## config.mk

```make
export PLATFORM = sky130hd
export DESIGN_NAME = ahb_mem_ctrl
export DESIGN_NICKNAME = d
export VERILOG_FILES = /design/src/rtl/ahb_pkg.sv /design/src/rtl/ahb_mem_ctrl.sv
export SDC_FILE = /design/constraint.sdc
export NUM_CORES = 1
export LEC_CHECK = 0
export CAP_MARGIN = 20
export CORE_UTILIZATION = 22
export DETAILED_ROUTE_END_ITERATION = 16
export PLACE_DENSITY = 0.85
export RECOVER_POWER = 50
export REMOVE_ABC_BUFFERS = 1
export SLEW_MARGIN = 20
export SYNTH_ARGS = -nofsm -noshare
export SYNTH_HDL_FRONTEND = slang
export SYNTH_SLANG_ARGS = --single-unit
```

## constraint.sdc

```tcl
create_clock -name clk -period 1.6 [get_ports clk]
set_input_delay 0.32 -clock clk [delete_from_list [all_inputs] [get_ports clk]]
set_output_delay 0.32 -clock clk [all_outputs]
set_load 0.01 [all_outputs]
```

## src/rtl/ahb_pkg.sv

```systemverilog
// rtl/ahb_pkg.sv - shared AHB-Lite transfer encodings and memory front-end state type
package ahb_pkg;

    typedef enum logic [1:0] {
        HTRANS_IDLE   = 2'b00,
        HTRANS_BUSY   = 2'b01,
        HTRANS_NONSEQ = 2'b10,
        HTRANS_SEQ    = 2'b11
    } htrans_t;

    localparam logic HRESP_OKAY  = 1'b0;
    localparam logic HRESP_ERROR = 1'b1;

    typedef enum logic [2:0] {
        HSIZE_BYTE   = 3'b000,
        HSIZE_HALF   = 3'b001,
        HSIZE_WORD   = 3'b010,
        HSIZE_DWORD  = 3'b011,
        HSIZE_4WORD  = 3'b100,
        HSIZE_8WORD  = 3'b101,
        HSIZE_16WORD = 3'b110,
        HSIZE_32WORD = 3'b111
    } hsize_t;

    typedef enum logic [2:0] {
        ST_IDLE      = 3'd0,
        ST_WRITE     = 3'd1,
        ST_READ      = 3'd2,
        ST_READ_WAIT = 3'd3,
        ST_ERR1      = 3'd4,
        ST_ERR2      = 3'd5
    } ahb_mem_state_t;

    // True when the requested transfer is wider than one memory word.
    function automatic logic size_exceeds(input logic [2:0] hsize, input int unsigned data_width);
        return (32'd1 << hsize) > (data_width / 32'd8);
    endfunction

endpackage

```

## src/rtl/ahb_mem_ctrl.sv

```systemverilog
// rtl/ahb_mem_ctrl.sv - AHB-Lite slave driving a single-port memory; define AHB_MEM_RDWAIT_EN for registered 2-cycle reads
module ahb_mem_ctrl
    import ahb_pkg::*;
#(
    parameter int SLAVE_ADDRWIDTH = 8,
    parameter int SLAVE_DATAWIDTH = 8
) (
    input  logic                       clk,
    input  logic                       HRESETn,
    input  logic                       HSEL,
    input  logic [31:0]                HADDR,
    input  logic                       HWRITE,
    input  logic [2:0]                 HSIZE,
    input  logic [1:0]                 HTRANS,
    input  logic                       HREADY,
    input  logic [31:0]                HWDATA,
    output logic [31:0]                HRDATA,
    output logic                       HREADYOUT,
    output logic                       HRESP,
    output logic                       mem_rdEn,
    output logic                       mem_wrEn,
    output logic [SLAVE_ADDRWIDTH-1:0] mem_Addr,
    output logic [SLAVE_DATAWIDTH-1:0] mem_Datai,
    input  logic [SLAVE_DATAWIDTH-1:0] mem_Datao
);

    ahb_mem_state_t               state_q, state_d;
    ahb_mem_state_t               target;
    logic [SLAVE_ADDRWIDTH-1:0]   addr_q, addr_d;
    logic [SLAVE_ADDRWIDTH-1:0]   mem_addr_q, mem_addr_d;
    logic                         hreadyout_q, hreadyout_d;
    logic                         hresp_q, hresp_d;
    logic                         rd_en_q, rd_en_d;
    logic                         wr_en_q, wr_en_d;
    logic                         can_accept;
    logic                         accept;
    logic                         unused_ok;
`ifdef AHB_MEM_RDWAIT_EN
    logic [SLAVE_DATAWIDTH-1:0]   rdata_q, rdata_d;
`endif

    assign unused_ok = ^{HADDR, HWDATA};

    always_comb begin
        // ERR1 and the first READ cycle hold HREADYOUT low, so nothing new can start there.
        can_accept = (state_q != ST_ERR1);
`ifdef AHB_MEM_RDWAIT_EN
        can_accept = can_accept && (state_q != ST_READ);
`endif
        accept = can_accept && HSEL && HREADY &&
                 (htrans_t'(HTRANS) inside {HTRANS_NONSEQ, HTRANS_SEQ});

        if (size_exceeds(HSIZE, SLAVE_DATAWIDTH)) begin
            target = ST_ERR1;
        end else if (HWRITE) begin
            target = ST_WRITE;
        end else begin
            target = ST_READ;
        end

        addr_d = accept ? HADDR[SLAVE_ADDRWIDTH-1:0] : addr_q;

        case (state_q)
            ST_ERR1: state_d = ST_ERR2;
`ifdef AHB_MEM_RDWAIT_EN
            ST_READ: state_d = ST_READ_WAIT;
`endif
            default: state_d = accept ? target : ST_IDLE;
        endcase

        // Outputs are decoded from the next state so they leave the flops aligned with it.
        hreadyout_d = (state_d != ST_ERR1);
`ifdef AHB_MEM_RDWAIT_EN
        hreadyout_d = hreadyout_d && (state_d != ST_READ);
        rdata_d     = (state_q == ST_READ) ? mem_Datao : rdata_q;
`endif
        hresp_d    = (state_d inside {ST_ERR1, ST_ERR2}) ? HRESP_ERROR : HRESP_OKAY;
        wr_en_d    = (state_d == ST_WRITE);
        rd_en_d    = (state_d == ST_READ);
        mem_addr_d = (state_d inside {ST_WRITE, ST_READ, ST_READ_WAIT}) ? addr_d : '0;
    end

    always_ff @(posedge clk or negedge HRESETn) begin
        if (!HRESETn) begin
            state_q     <= ST_IDLE;
            addr_q      <= '0;
            mem_addr_q  <= '0;
            hreadyout_q <= 1'b1;
            hresp_q     <= HRESP_OKAY;
            rd_en_q     <= 1'b0;
            wr_en_q     <= 1'b0;
`ifdef AHB_MEM_RDWAIT_EN
            rdata_q     <= '0;
`endif
        end else begin
            state_q     <= state_d;
            addr_q      <= addr_d;
            mem_addr_q  <= mem_addr_d;
            hreadyout_q <= hreadyout_d;
            hresp_q     <= hresp_d;
            rd_en_q     <= rd_en_d;
            wr_en_q     <= wr_en_d;
`ifdef AHB_MEM_RDWAIT_EN
            rdata_q     <= rdata_d;
`endif
        end
    end

    assign HREADYOUT = hreadyout_q;
    assign HRESP     = hresp_q;
    assign mem_rdEn  = rd_en_q;
    assign mem_wrEn  = wr_en_q;
    assign mem_Addr  = mem_addr_q;
    assign mem_Datai = HWDATA[SLAVE_DATAWIDTH-1:0];

`ifdef AHB_MEM_RDWAIT_EN
    assign HRDATA = (state_q == ST_READ_WAIT) ? 32'(rdata_q) : 32'd0;
`else
    assign HRDATA = rd_en_q ? 32'(mem_Datao) : 32'd0;
`endif

endmodule

```

==> impl_summary.txt <==
----------------------------------------------------
[Status]
  Outcome ... complete, no violations

[Finish]
  Non-filler instance count after layout ... 167
  Count of fill cells added during filler insertion ... 382
  Most common cell after layout, fill and taps aside ... sky130_fd_sc_hd__clkdlybuf4s50_1
  Final nets ... 202
  Area growth from synthesis to layout ... 45.5%
  Most used cells in the layout excluding fill and tap cells ... 33 x sky130_fd_sc_hd__clkdlybuf4s50_1, 24 x sky130_fd_sc_hd__conb_1, 17 x sky130_fd_sc_hd__and2_1
  Antenna fix cells ... 0
  Fraction of layout instances using a drive strength above 1 ... 10.1%
  Cell area after layout ... 1220 sq um

[Detailed routing]
  Count of antenna-violating nets left after detailed routing ... 0
  Via-to-Cell Ratio ... 3.57
  Count of TritonRoute iterations in the first routing pass ... 1
  Starting DRT DRC Count ... 0
  Routed len/inst ... 9.58 um
  Number of DRC violations after detailed routing ... 0
  Total number of vias ... 597
  Total wire length after detailed routing ... 1.60 mm

[Power and ir drop]
  Total Power ... 963 uW
  Max IR drop VDD ... 0.498 mV
  Power density over cell area ... 786 nW/um^2
  Static leakage ... 0.000615 uW

[Synthesis]
  Cells after Synth ... 79
  Fraction of the mapped netlist area in compound gates ... 3.12%
  Synthesized cell area ... 842 sq um
  Flops & latches, synth ... 15
  Mean area per synthesized cell ... 10.7 sq um
  Share of the synthesized area in the top cell type ... 41.6%
  Area leader, netlist ... sky130_fd_sc_hd__dfrtp_1
  Number of warnings issued by yosys ... 0
  Main combinational cell family by area after synthesis ... buffers and inverters
  Arithmetic-cell share of the synthesized area counting full adders, half adders and majority gates ... 0%
  Share of synthesized area spent on multiplexers ... 0%
  Count of distinct cell types in the synthesized netlist ... 16
  Synth top area cells ... sky130_fd_sc_hd__dfrtp_1 42%, sky130_fd_sc_hd__buf_4 29%, sky130_fd_sc_hd__and2_1 13%, sky130_fd_sc_hd__dfstp_2 3.1%, sky130_fd_sc_hd__a21o_2 3.1%
  Post-synthesis share of cell area spent on and, or, nand and nor gates ... 21.2%
  Sequential area share after synthesis ... 44.7%
  Post-synthesis xor/xnor area fraction ... 0%

[STA]
  RSZ-0062 raised after global routing ... false
  Total Neg Setup Slack ... 0 ns
  Final setup fails ... 0
  Final Max Slew Viols ... 0
  Period Utilization, post-route ... 91.9%
  Final critical-path setup slack ... 0.130 ns
  Time the worst path needs with I/O delays and setup ... 1.47 ns
  Tightest slew margin relative to the limit ... 49.9%
  Final Skew ... 0.00133 ns
  Slew @ Worst Pin ... 0.752 ns
  FMAX ... 0.680 GHz
  Hold violation total from the final report ... 0

[Global routing]
  Initial antenna violation count ... 0
  Number of global-route vias before repair ... 522
  GRT Total Usage ... 8.47%
  First-pass GRT wire length ... 2.44 mm
  Total congestion overflow after global routing ... 0
  Largest net degree at the start of global routing ... 16

[Critical path]
  Reg2reg setup slack ... 0.39 ns
  WS Path Type ... in -> out
  Worst Reg2Reg Path Length in Cells ... 3
  Kind of start point of the critical path ... input pin
  Type of destination of the critical path ... output port
  Critical Path RT ... 1.28 ns
  Worst r2r dst ... state_q[2]
  Largest fanout on the critical path ... 1
  Data arrival time of the critical path ... 1.15 ns
  Crit Reg-Reg Startpoint ... state_q[1]

[CTS]
  Clock transition at the registers of the reported paths ... 0.05 ns
  Setup Fix Bufs, Post-CTS ... 0
  CTS Hold Bufs ... 0
  Root Buffer ... sky130_fd_sc_hd__clkbuf_8
  CTS tree ... done
  CTS Sinks ... 15
  Clock buffers created by TritonCTS ... 3
  H-tree level count ... 1
  Maximum root-to-sink buffer count ... 2
  Skew-Pair Late Insertion Delay ... 0.25 ns
  Post-CTS Resized ... 10

[Place]
  Cell count after placement ... 163
  Setup Slack @ Placement ... -0.140 ns
  Post-detail-place hpwl ... 1.38 mm
  Global placer's final weighted congestion ... 0.656
  Count of buffers from port buffering ... 44
  Area post-placement ... 1190 sq um

[Die]
  Row cnt ... 22
  Initial standard-cell utilization of the core ... 23.0%
  Core Area ... 3660 sq um
  Number of placed I/O pins ... 134
  Chip Width ... 63.9 um
  Area of the die ... 4080 sq um
  Die Ht ... 63.9 um

[Flow run]
  Max_cap viols ... 0

[Min path]
  Hold Crit Endpoint ... mem_Addr[6]
  Worst min-delay path category ... in -> reg
  Hold path startpoint ... HADDR[6]
  Instance count along the most critical hold path ... 2

----------------------------------------------------
-- cell type report --
class                           count  area, sq um  area share (%)
Clock buffer                        4         45.0            3.68
Tap cell                           48         60.1            4.90
Multi-Input combinational cell     53          295            24.1
Sequential cell                    15          378            30.8
Timing Repair Buffer               47          447            36.5
-- per-stage QoR --
stage	utilization [%]	hold WS [ns]
2_1_floorplan	-	0.0244
3_3_place_gp	32.6	0.640
3_5_place_dp	32.6	0.640
4_1_cts	33.6	0.378
5_1_grt	33.5	0.627
6_report	33.5	0.623
-- power breakdown --
part / internal [uW] / switching (uW)
Combinational: 129 / 99.9
Sequential: 419 / 15.9
Clock: 176 / 123
Total: 725 / 239
-- cells by family after synthesis --
group,after synthesis
buffers and inverters,34
AND/OR/NAND/NOR,26
flip-flops,15
AO/OA/AOI/OAI,3
other,1
-- flip-flops by register name (all words and copies together), names as in the netlist --
name	cells
HREADYOUT	1
HRESP	1
mem_Addr	8
mem_rdEn	1
mem_wrEn	1
state_q	3
-- cell usage after synthesis --
master	number
sky130_fd_sc_hd__buf_4	32
sky130_fd_sc_hd__and2_1	17
sky130_fd_sc_hd__dfrtp_1	14
sky130_fd_sc_hd__a21o_2	3
sky130_fd_sc_hd__nor4_1	2
sky130_fd_sc_hd__buf_2	1
sky130_fd_sc_hd__buf_6	1
sky130_fd_sc_hd__conb_1	1
sky130_fd_sc_hd__dfstp_2	1
sky130_fd_sc_hd__nand2_1	1
sky130_fd_sc_hd__nand3_1	1
sky130_fd_sc_hd__nor2_1	1
sky130_fd_sc_hd__nor2_2	1
sky130_fd_sc_hd__nor3_4	1
sky130_fd_sc_hd__nor3b_4	1
sky130_fd_sc_hd__or3_1	1
-- critical path: stages --
cell and delay [ns]:
sky130_fd_sc_hd__clkdlybuf4s50_1 0.45, sky130_fd_sc_hd__and2_1 0.12, sky130_fd_sc_hd__dlygate4sd2_1 0.26
-- worst max-delay path by stage --
stage            startpoint           to  slack, ns  depth (start not counted)
4_1_cts            mem_rdEn     mem_rdEn       0.04                          1
5_1_grt            mem_rdEn    HRDATA[3]       0.09                          2
6_report       mem_Datao[7]    HRDATA[7]       0.13                          3
3_5_place_dp   mem_Datao[5]    HRDATA[5]      -0.14                          3
3_3_place_gp   mem_Datao[5]    HRDATA[5]      -0.12                          3
2_1_floorplan      HSIZE[2]  mem_Addr[0]       0.33                          3
-- layer usage --
metal  GRT usage, %  routed length [um]  vias up
li1               -                   -      269
met1           5.61                 421      255
met2           15.0                 799       68
met3           6.43                 329        5
met4           6.82                  50        0
met5              0                   0        -
Note: power is estimated with default switching activity, not from simulation.
